**src/rtl/sym_err_pkg.sv**
```systemverilog
// sym_err_pkg: shared state encoding and saturating counter helper for sym_err_meter
package sym_err_pkg;

    typedef enum logic [1:0] {IDLE, ALIGN, SYNC, MEASURE} state_t;

    localparam int MAX_CNT_WID = 32;
    typedef logic [MAX_CNT_WID-1:0] cnt_t;

    function automatic cnt_t sat_inc(input cnt_t v, input cnt_t lim, input logic inc);
        return (inc && v != lim) ? v + cnt_t'(1) : v;
    endfunction

endpackage

```
**src/rtl/sym_delay_line.sv**
```systemverilog
// sym_delay_line: DEPTH-stage enabled shift register aligning reference symbols with slicer output
module sym_delay_line #(
    parameter int DEPTH = 3,
    parameter int WID   = 2
) (
    input  logic           sys_clk,
    input  logic           reset,
    input  logic           en,
    input  logic [WID-1:0] din,
    output logic [WID-1:0] dout
);

    logic [WID-1:0] sr [DEPTH];

    // shift one stage per symbol strobe
    always_ff @(posedge sys_clk or posedge reset) begin
        if (reset) begin
            sr <= '{default: '0};
        end else if (en) begin
            sr[0] <= din;
            for (int i = 1; i < DEPTH; i++) sr[i] <= sr[i-1];
        end
    end

    assign dout = sr[DEPTH-1];

endmodule

```
**src/rtl/sym_err_meter.sv**
```systemverilog
// sym_err_meter: armed single-shot symbol error meter over one clr_acc-framed window
// Optional macro SYM_ERR_FIRST_IDX_EN adds first_err_idx (1-based index of first mismatch per channel).
module sym_err_meter
    import sym_err_pkg::*;
#(
    parameter int NUM_CH  = 2,
    parameter int SYM_WID = 2,
    parameter int DELAY   = 3,
    parameter int CNT_WID = 24
) (
    input  logic                      sys_clk,
    input  logic                      reset,
    input  logic                      sym_clk_en,
    input  logic                      start,
    input  logic                      clr_acc,
    input  logic [NUM_CH*SYM_WID-1:0] ref_sym,
    input  logic [NUM_CH*SYM_WID-1:0] slice,
    output logic                      busy,
    output logic                      result_valid,
    output logic [CNT_WID-1:0]        sym_cnt,
    output logic [NUM_CH*CNT_WID-1:0] err_cnt,
    output logic [NUM_CH-1:0]         err_sat,
    output logic [NUM_CH-1:0]         sym_cor,
    output logic [NUM_CH-1:0]         sym_err
`ifdef SYM_ERR_FIRST_IDX_EN
    ,
    output logic [NUM_CH*CNT_WID-1:0] first_err_idx
`endif
);

    localparam logic [CNT_WID-1:0] CMAX = '1;
    localparam int AW = $clog2(DELAY + 1);

    state_t                    state, state_nx;
    logic [AW-1:0]             align_cnt;
    logic [NUM_CH-1:0]         equal;
    logic [CNT_WID-1:0]        w_sym, w_sym_nx;
    logic [NUM_CH*CNT_WID-1:0] w_err, w_err_nx;
    logic [NUM_CH-1:0]         w_sat, w_sat_nx;
`ifdef SYM_ERR_FIRST_IDX_EN
    logic [NUM_CH*CNT_WID-1:0] w_first, w_first_nx;
`endif

    logic win_edge;
    assign win_edge = sym_clk_en & clr_acc;
    assign busy     = (state != IDLE);
    assign w_sym_nx = CNT_WID'(sat_inc(cnt_t'(w_sym), cnt_t'(CMAX), 1'b1));

    for (genvar c = 0; c < NUM_CH; c++) begin : g_ch
        logic [SYM_WID-1:0] dl_out;
        logic [CNT_WID-1:0] e;
        sym_delay_line #(.DEPTH(DELAY), .WID(SYM_WID)) u_dl (
            .sys_clk (sys_clk),
            .reset   (reset),
            .en      (sym_clk_en),
            .din     (ref_sym[c*SYM_WID +: SYM_WID]),
            .dout    (dl_out)
        );
        assign e           = w_err[c*CNT_WID +: CNT_WID];
        assign equal[c]    = (dl_out == slice[c*SYM_WID +: SYM_WID]);
        assign w_err_nx[c*CNT_WID +: CNT_WID] = CNT_WID'(sat_inc(cnt_t'(e), cnt_t'(CMAX), ~equal[c]));
        assign w_sat_nx[c] = w_sat[c] | (~equal[c] & (e == CMAX));
`ifdef SYM_ERR_FIRST_IDX_EN
        assign w_first_nx[c*CNT_WID +: CNT_WID] =
            (w_first[c*CNT_WID +: CNT_WID] == '0 && !equal[c]) ? w_sym_nx : w_first[c*CNT_WID +: CNT_WID];
`endif
    end

    // next-state: arm, flush delay line, wait for window open, measure until window close
    always_comb begin
        state_nx = state;
        case (state)
            IDLE:    state_nx = start ? ALIGN : IDLE;
            ALIGN:   state_nx = (sym_clk_en && align_cnt == AW'(DELAY - 1)) ? SYNC : ALIGN;
            SYNC:    state_nx = win_edge ? MEASURE : SYNC;
            MEASURE: state_nx = win_edge ? IDLE : MEASURE;
        endcase
    end

    // per-symbol match indicators, independent of the measurement state
    always_ff @(posedge sys_clk or posedge reset) begin
        if (reset) begin
            sym_cor <= '0;
            sym_err <= '0;
        end else if (sym_clk_en) begin
            sym_cor <= equal;
            sym_err <= ~equal;
        end
    end

    // state register, working counters and latched results
    always_ff @(posedge sys_clk or posedge reset) begin
        if (reset) begin
            state        <= IDLE;
            align_cnt    <= '0;
            w_sym        <= '0;
            w_err        <= '0;
            w_sat        <= '0;
            sym_cnt      <= '0;
            err_cnt      <= '0;
            err_sat      <= '0;
            result_valid <= 1'b0;
`ifdef SYM_ERR_FIRST_IDX_EN
            w_first       <= '0;
            first_err_idx <= '0;
`endif
        end else begin
            state        <= state_nx;
            result_valid <= 1'b0;
            case (state)
                IDLE:  align_cnt <= '0;
                ALIGN: if (sym_clk_en) align_cnt <= align_cnt + 1'b1;
                SYNC: if (win_edge) begin
                    w_sym <= '0;
                    w_err <= '0;
                    w_sat <= '0;
`ifdef SYM_ERR_FIRST_IDX_EN
                    w_first <= '0;
`endif
                end
                MEASURE: if (sym_clk_en) begin
                    w_sym <= w_sym_nx;
                    w_err <= w_err_nx;
                    w_sat <= w_sat_nx;
`ifdef SYM_ERR_FIRST_IDX_EN
                    w_first <= w_first_nx;
                    if (clr_acc) first_err_idx <= w_first_nx;
`endif
                    if (clr_acc) begin
                        sym_cnt      <= w_sym_nx;
                        err_cnt      <= w_err_nx;
                        err_sat      <= w_sat_nx;
                        result_valid <= 1'b1;
                    end
                end
            endcase
        end
    end

endmodule

```
**config.mk**
```make
export PLATFORM = sky130hd
export DESIGN_NAME = sym_err_meter
export DESIGN_NICKNAME = d
export VERILOG_FILES = /design/src/rtl/sym_err_pkg.sv /design/src/rtl/sym_delay_line.sv /design/src/rtl/sym_err_meter.sv
export SDC_FILE = /design/constraint.sdc
export NUM_CORES = 1
export LEC_CHECK = 0
export ABC_AREA = 1
export CAP_MARGIN = 40
export CORE_MARGIN = 5
export CORE_UTILIZATION = 45
export DETAILED_ROUTE_END_ITERATION = 7
export PLACE_DENSITY = 0.66
export SKIP_LAST_GASP = 1
export SLEW_MARGIN = 20
export SYNTH_ARGS = -nofsm -noshare
export SYNTH_HDL_FRONTEND = slang
export SYNTH_SLANG_ARGS = --single-unit
```
**constraint.sdc**
```tcl
create_clock -name sys_clk -period 7.5 [get_ports sys_clk]
set_clock_uncertainty 0.05 [all_clocks]
set_input_delay 1.5 -clock sys_clk [delete_from_list [all_inputs] [get_ports sys_clk]]
set_output_delay 1.5 -clock sys_clk [all_outputs]
set_load 0.02 [all_outputs]
```
## Word level (Yosys, flattened, before mapping)

Index checks and enable logic that the tools add are counted.

- Flip-flop bits (word level): 169
- Bits of input ports: 13
- Output and inout bits: 80
- Logic and storage cells: 75

- Add/sub/neg operators: 4
- Equal/unequal tests: 14
- Mux-type cells: 22
- Bitwise gates (word level): 8
- Reduce and logical (&&, ||, !) cells: 10

Operators by type and width:

| kind | count |
|---|---|
| 24-bit 2-to-1 mux | 5 |
| 48-bit 2-to-1 mux | 2 |
| 48-bit case mux with 2 select lines | 1 |
| 24-bit by 1-bit adder with 24-bit output (second input constant) | 3 |
| 24-bit inequality test (second input constant) | 3 |
| 24-bit == test (second input constant) | 2 |
| 24-bit case mux with 2 select lines | 1 |
| 2-bit 2-to-1 mux | 5 |
| 2-bit case mux with 2 select lines | 2 |
| 2-bit case mux with 4 select lines | 1 |
| 2-bit == test (second input constant) | 3 |
| 2-bit inequality test (second input constant) | 3 |
| 3-bit AND reduction | 2 |
| 2-bit nonzero test | 3 |
| 1-bit 2-to-1 mux | 5 |
| 2-bit == test | 2 |
| 1-bit AND | 3 |
| 1-bit logical AND | 3 |
| 2-bit by 1-bit adder with 2-bit output (second input constant) | 1 |
| 2-bit by 1-bit == test with 1-bit output (second input constant) | 1 |
| 2-bit zero test | 1 |
| 1-bit NOT | 2 |
| 2-bit NOT | 1 |
| 1-bit OR | 2 |
| 2-bit AND reduction | 1 |

## Longest topological paths before layout

- Word-level depth: 6
- Mapped depth: 12
- Mapped depth without buffers: 12

## Cells and area by module

A second synthesis with hierarchy kept.

- Cell total of the unflattened synthesis: 1,273
- Area, all modules: 9,190.1 sq um

By module, submodules not included:

| module | instances | cells each | area an instance (sq um) | seq. area each (sq um) |
|---|---|---|---|---|
| sym_err_meter | 1 | 1,217 | 8,709.6 | 3,928.8 |
| sym_delay_line | 2 | 28 | 240.2 | 150.1 |

## Worst setup path before layout

OpenSTA, ideal clock, no wires.

- Kind: input -> register
- From: in sym_clk_en
- To: reg w_err[18]
- Setup time: 118 ps
- Data arrival time: 2,499 ps
- Required time: 7,332 ps
- Setup slack: 4,833 ps
- Cell stages on the path: 9
- Path buffers: 2
- Path through: buf_2 > inv_2 > nor3_2 > inv_1 > nand2_2 > inv_2 > buf_2 > nand2_1 > nand2_1

- Cells in the longest elaborated chain, start to end: 3
- Elaborated cells on any way between the ends: 4
- Those cells by class: eq/ne: 2; bitwise: 1; reduce/logical: 1

Ends and longest elaborated chain:

| element | RTL line | source |
|---|---|---|
| start, declared | sym_err_meter.sv:13 | `input logic sym_clk_en,` |
| 1-bit AND | sym_err_meter.sv:45 | `assign win_edge = sym_clk_en & clr_acc;` |
| 2-bit inequality test (no source line) | - |  |
| 3-bit AND reduction (no source line) * | - |  |
| end signal, assigned | sym_err_meter.sv:123 | `w_err <= w_err_nx;` |
| end, declared | sym_err_meter.sv:38 | `logic [NUM_CH*CNT_WID-1:0] w_err, w_err_nx;` |

Every way passes the cells marked *; elsewhere a longest branch is shown, timed or not.
A chain may end at the register's enable or synchronous reset.

## Final worst setup path

- From: in sym_clk_en
- To: reg w_err[33]

The elaborated chain is that of the path after synthesis.

==> results.cfg <==
[yosys]
synth_seq_cells = 169
synth_common_cells = 574 x nand2_1, 169 x dfrtp_1, 145 x nand3_1
ys_seq_area_share_pct = 46.33
netlist.area_leader.share_pct = 46.33
synth.area.top_cells = dfrtp_1 46%, nand2_1 24%, nand3_1 8.0%, inv_1 4.5%, nor2_1 3.2%
syn-mean-instance-area_sq_um = 7.153
ys.flop_type = dfrtp_1
syn_nets = 1293
yosys.area.top_type = dfrtp_1
synth_most_common_cell = nand2_1
synth_edf_count = 0
yosysWarnings = 0
syn_area_sq_mm = 0.009128
synthArstFlopShare_pct = 100.0
yosys.cell_types.count = 35
synthCells = 1276

[die]
die_y_microns = 152.4
core_sq_mm = 0.02010
die_area_sq_mm = 0.02323
fp.dieW_microns = 152.4
ioPinCount = 93
initial_utilization_pct = 45.40
num_rows = 52

[cts]
clkSlewWorstSetupHoldPaths_ns = 0.06
cts.sinks = 169
numCtsBuffers = 17
cts_tree = built
root_buffer = clkbuf_16
h-tree-depth = 4
postCtsSetupBuffers = 0
cts_hold_buf = 0
clockBufferDepth = 2
cts-resized-gates = 0
clock_latency_ns = 0.43

[grt]
antenna_found_initial = 0
grt_usage_pct = 20.04
grt_max_degree = 76
overflow = 0
grt_pass1_wl_mm = 38.86
grt_pass1_vias = 7709

[finish]
area_growth_pct = 19.84
nets = 1368
antenna_cells = 0
final_cells = 1633
stdcell_area_sq_mm = 0.01094
drive_above_1_share_pct = 6.090
final_core_util_pct = 54.41
nFillCells = 1909

[timing]
hold_viol = 0
tns_ns = 0
finalWorstPathRequiredPeriod_ns = 4.507
slew_headroom_pct = 51.12
fin_crit_sh_pct = 60.10
tightest_slew_ns = 0.7332
setup_violations = 0
fmax_ghz = 0.2219
drv_slew = 0
rsz0062_at_grt = false
hold_ws_ns = 0.4236

[detailed_routing]
drc_errors = 0
vias = 8223
firstDrtPassIters = 6
ant_nets = 0
viasPerCell = 5.036
drt_iter0_markers = 620
wire_per_inst_microns = 13.95
drt-total-wl_mm = 22.77

[run]
cap_violations = 0

[placed_design]
dp_cells = 1599
placed_area_sq_mm = 0.01020
gp_congestion = 0.9245
io_buffers = 92
hpwl_mm = 15.91

[worst_setup_path]
cpPeakStageDelay_ns = 0.86
crit_fanout = 61
critPathSlowestCell = clkdlybuf4s50_1
cp-start-kind = primary input
cp-end-kind = flip-flop
cp.arrival_ns = 4.77
crit_chain = clkdlybuf4s50_1, inv_2, nor3_4, buf_4, buf_16, inv_1, nand2_2, inv_2, buf_16, nand2_1, nand2_1
critPathRequiredTime_ns = 7.76
reg2reg_slack_ns = 4.81
crit_type = in -> reg

[min_path]
min_path_type = reg -> reg

[pwr]
vdd_ir_drop_max_uv = 163.6
p_leak_nw = 5.447
p_per_area_mw_per_mm2 = 296.7

[outcome]
status = finished, final reports clean
[through the flow]
step	setup WS [ns]	power [mW]
global placement	2.353	2.220
finish	2.993	3.245
global route	2.669	3.436
CTS	2.673	3.244
floorplan	1.375	1.886
detailed placement	2.228	2.240
[layer usage]
layer	GRT usage, %	vias to the layer above	wire [microns]
li1	-	4155	-
met4	6.279	0	418
met5	0	-	0
met3	3.039	33	965
met1	28.04	3834	10760
met2	32.35	201	10630
[critical path, delay by kind of cell]
family | cells | cell delay [ns]
simple gates | 4 | 0.84
buf+inv | 7 | 2.40
[layout make-up]
cell class | count | area [sq um] | area share (%)
sequential | 169 | 4229 | 38.66
multi-input combinational | 947 | 4198 | 38.38
timing repair buffer | 101 | 1074 | 9.815
clock buffer | 19 | 442.9 | 4.049
inverter | 115 | 436.7 | 3.992
tap | 270 | 337.8 | 3.089
clock inverter | 12 | 220.2 | 2.013
[flip-flops by register name, summed over array words and instances, names as in the netlist, 4 cells and up]
name	count
w_err	48
g_ch.u_dl.sr	8
sym_cnt	24
w_sym	24
err_cnt	48
g_ch.u_dl.dout	4
[placed cells by master, fill, tap and decap left out, drive strengths merged, types with 3 or more instances in the layout]
cell type	Yosys	layout
nand2	586	586
dfrtp	169	169
nand3	146	146
inv	115	116
clkdlybuf4s50	0	92
nor2	89	89
o21ai	56	56
clkbuf	5	19
nand4	18	18
nor3	14	14
xnor2	10	10
buf	40	9
bufinv	0	6
nand3b	5	5
xor2	4	4
ha	4	4
clkinv	0	4
a21o	3	3
a21oi	3	3
[where the power goes]
group          switching, mW  total, mW  leakage, nW  internal [mW]
registers              0.202       1.32         2.28           1.12
logic                  0.568      0.926         2.84          0.358
clock network          0.367      0.998        0.323          0.632
[kinds of logic after synthesis]
group	share of synthesized area, %
AOI/OAI and AO/OA	4.359
xor gates and xnor gates	1.343
adders and majority gates	0.5483
buffers and inverters	7.772
DFF	46.33
and+or+nand+nor	39.64
[final timing paths]
kind,from,endpoint,cells past startpoint
hold / removal,g_ch[1].u_dl.sr[4],g_ch[1].u_dl.sr[2],2
setup reg to reg,state[1],w_err[33],10
setup / recovery,sym_clk_en,w_err[33],11
max in group asynchronous,reset,w_err[31],3
hold reg to reg,g_ch[1].u_dl.sr[4],g_ch[1].u_dl.sr[2],2
min in group asynchronous,reset,result_valid,2
(Power assumes the default switching activity.)
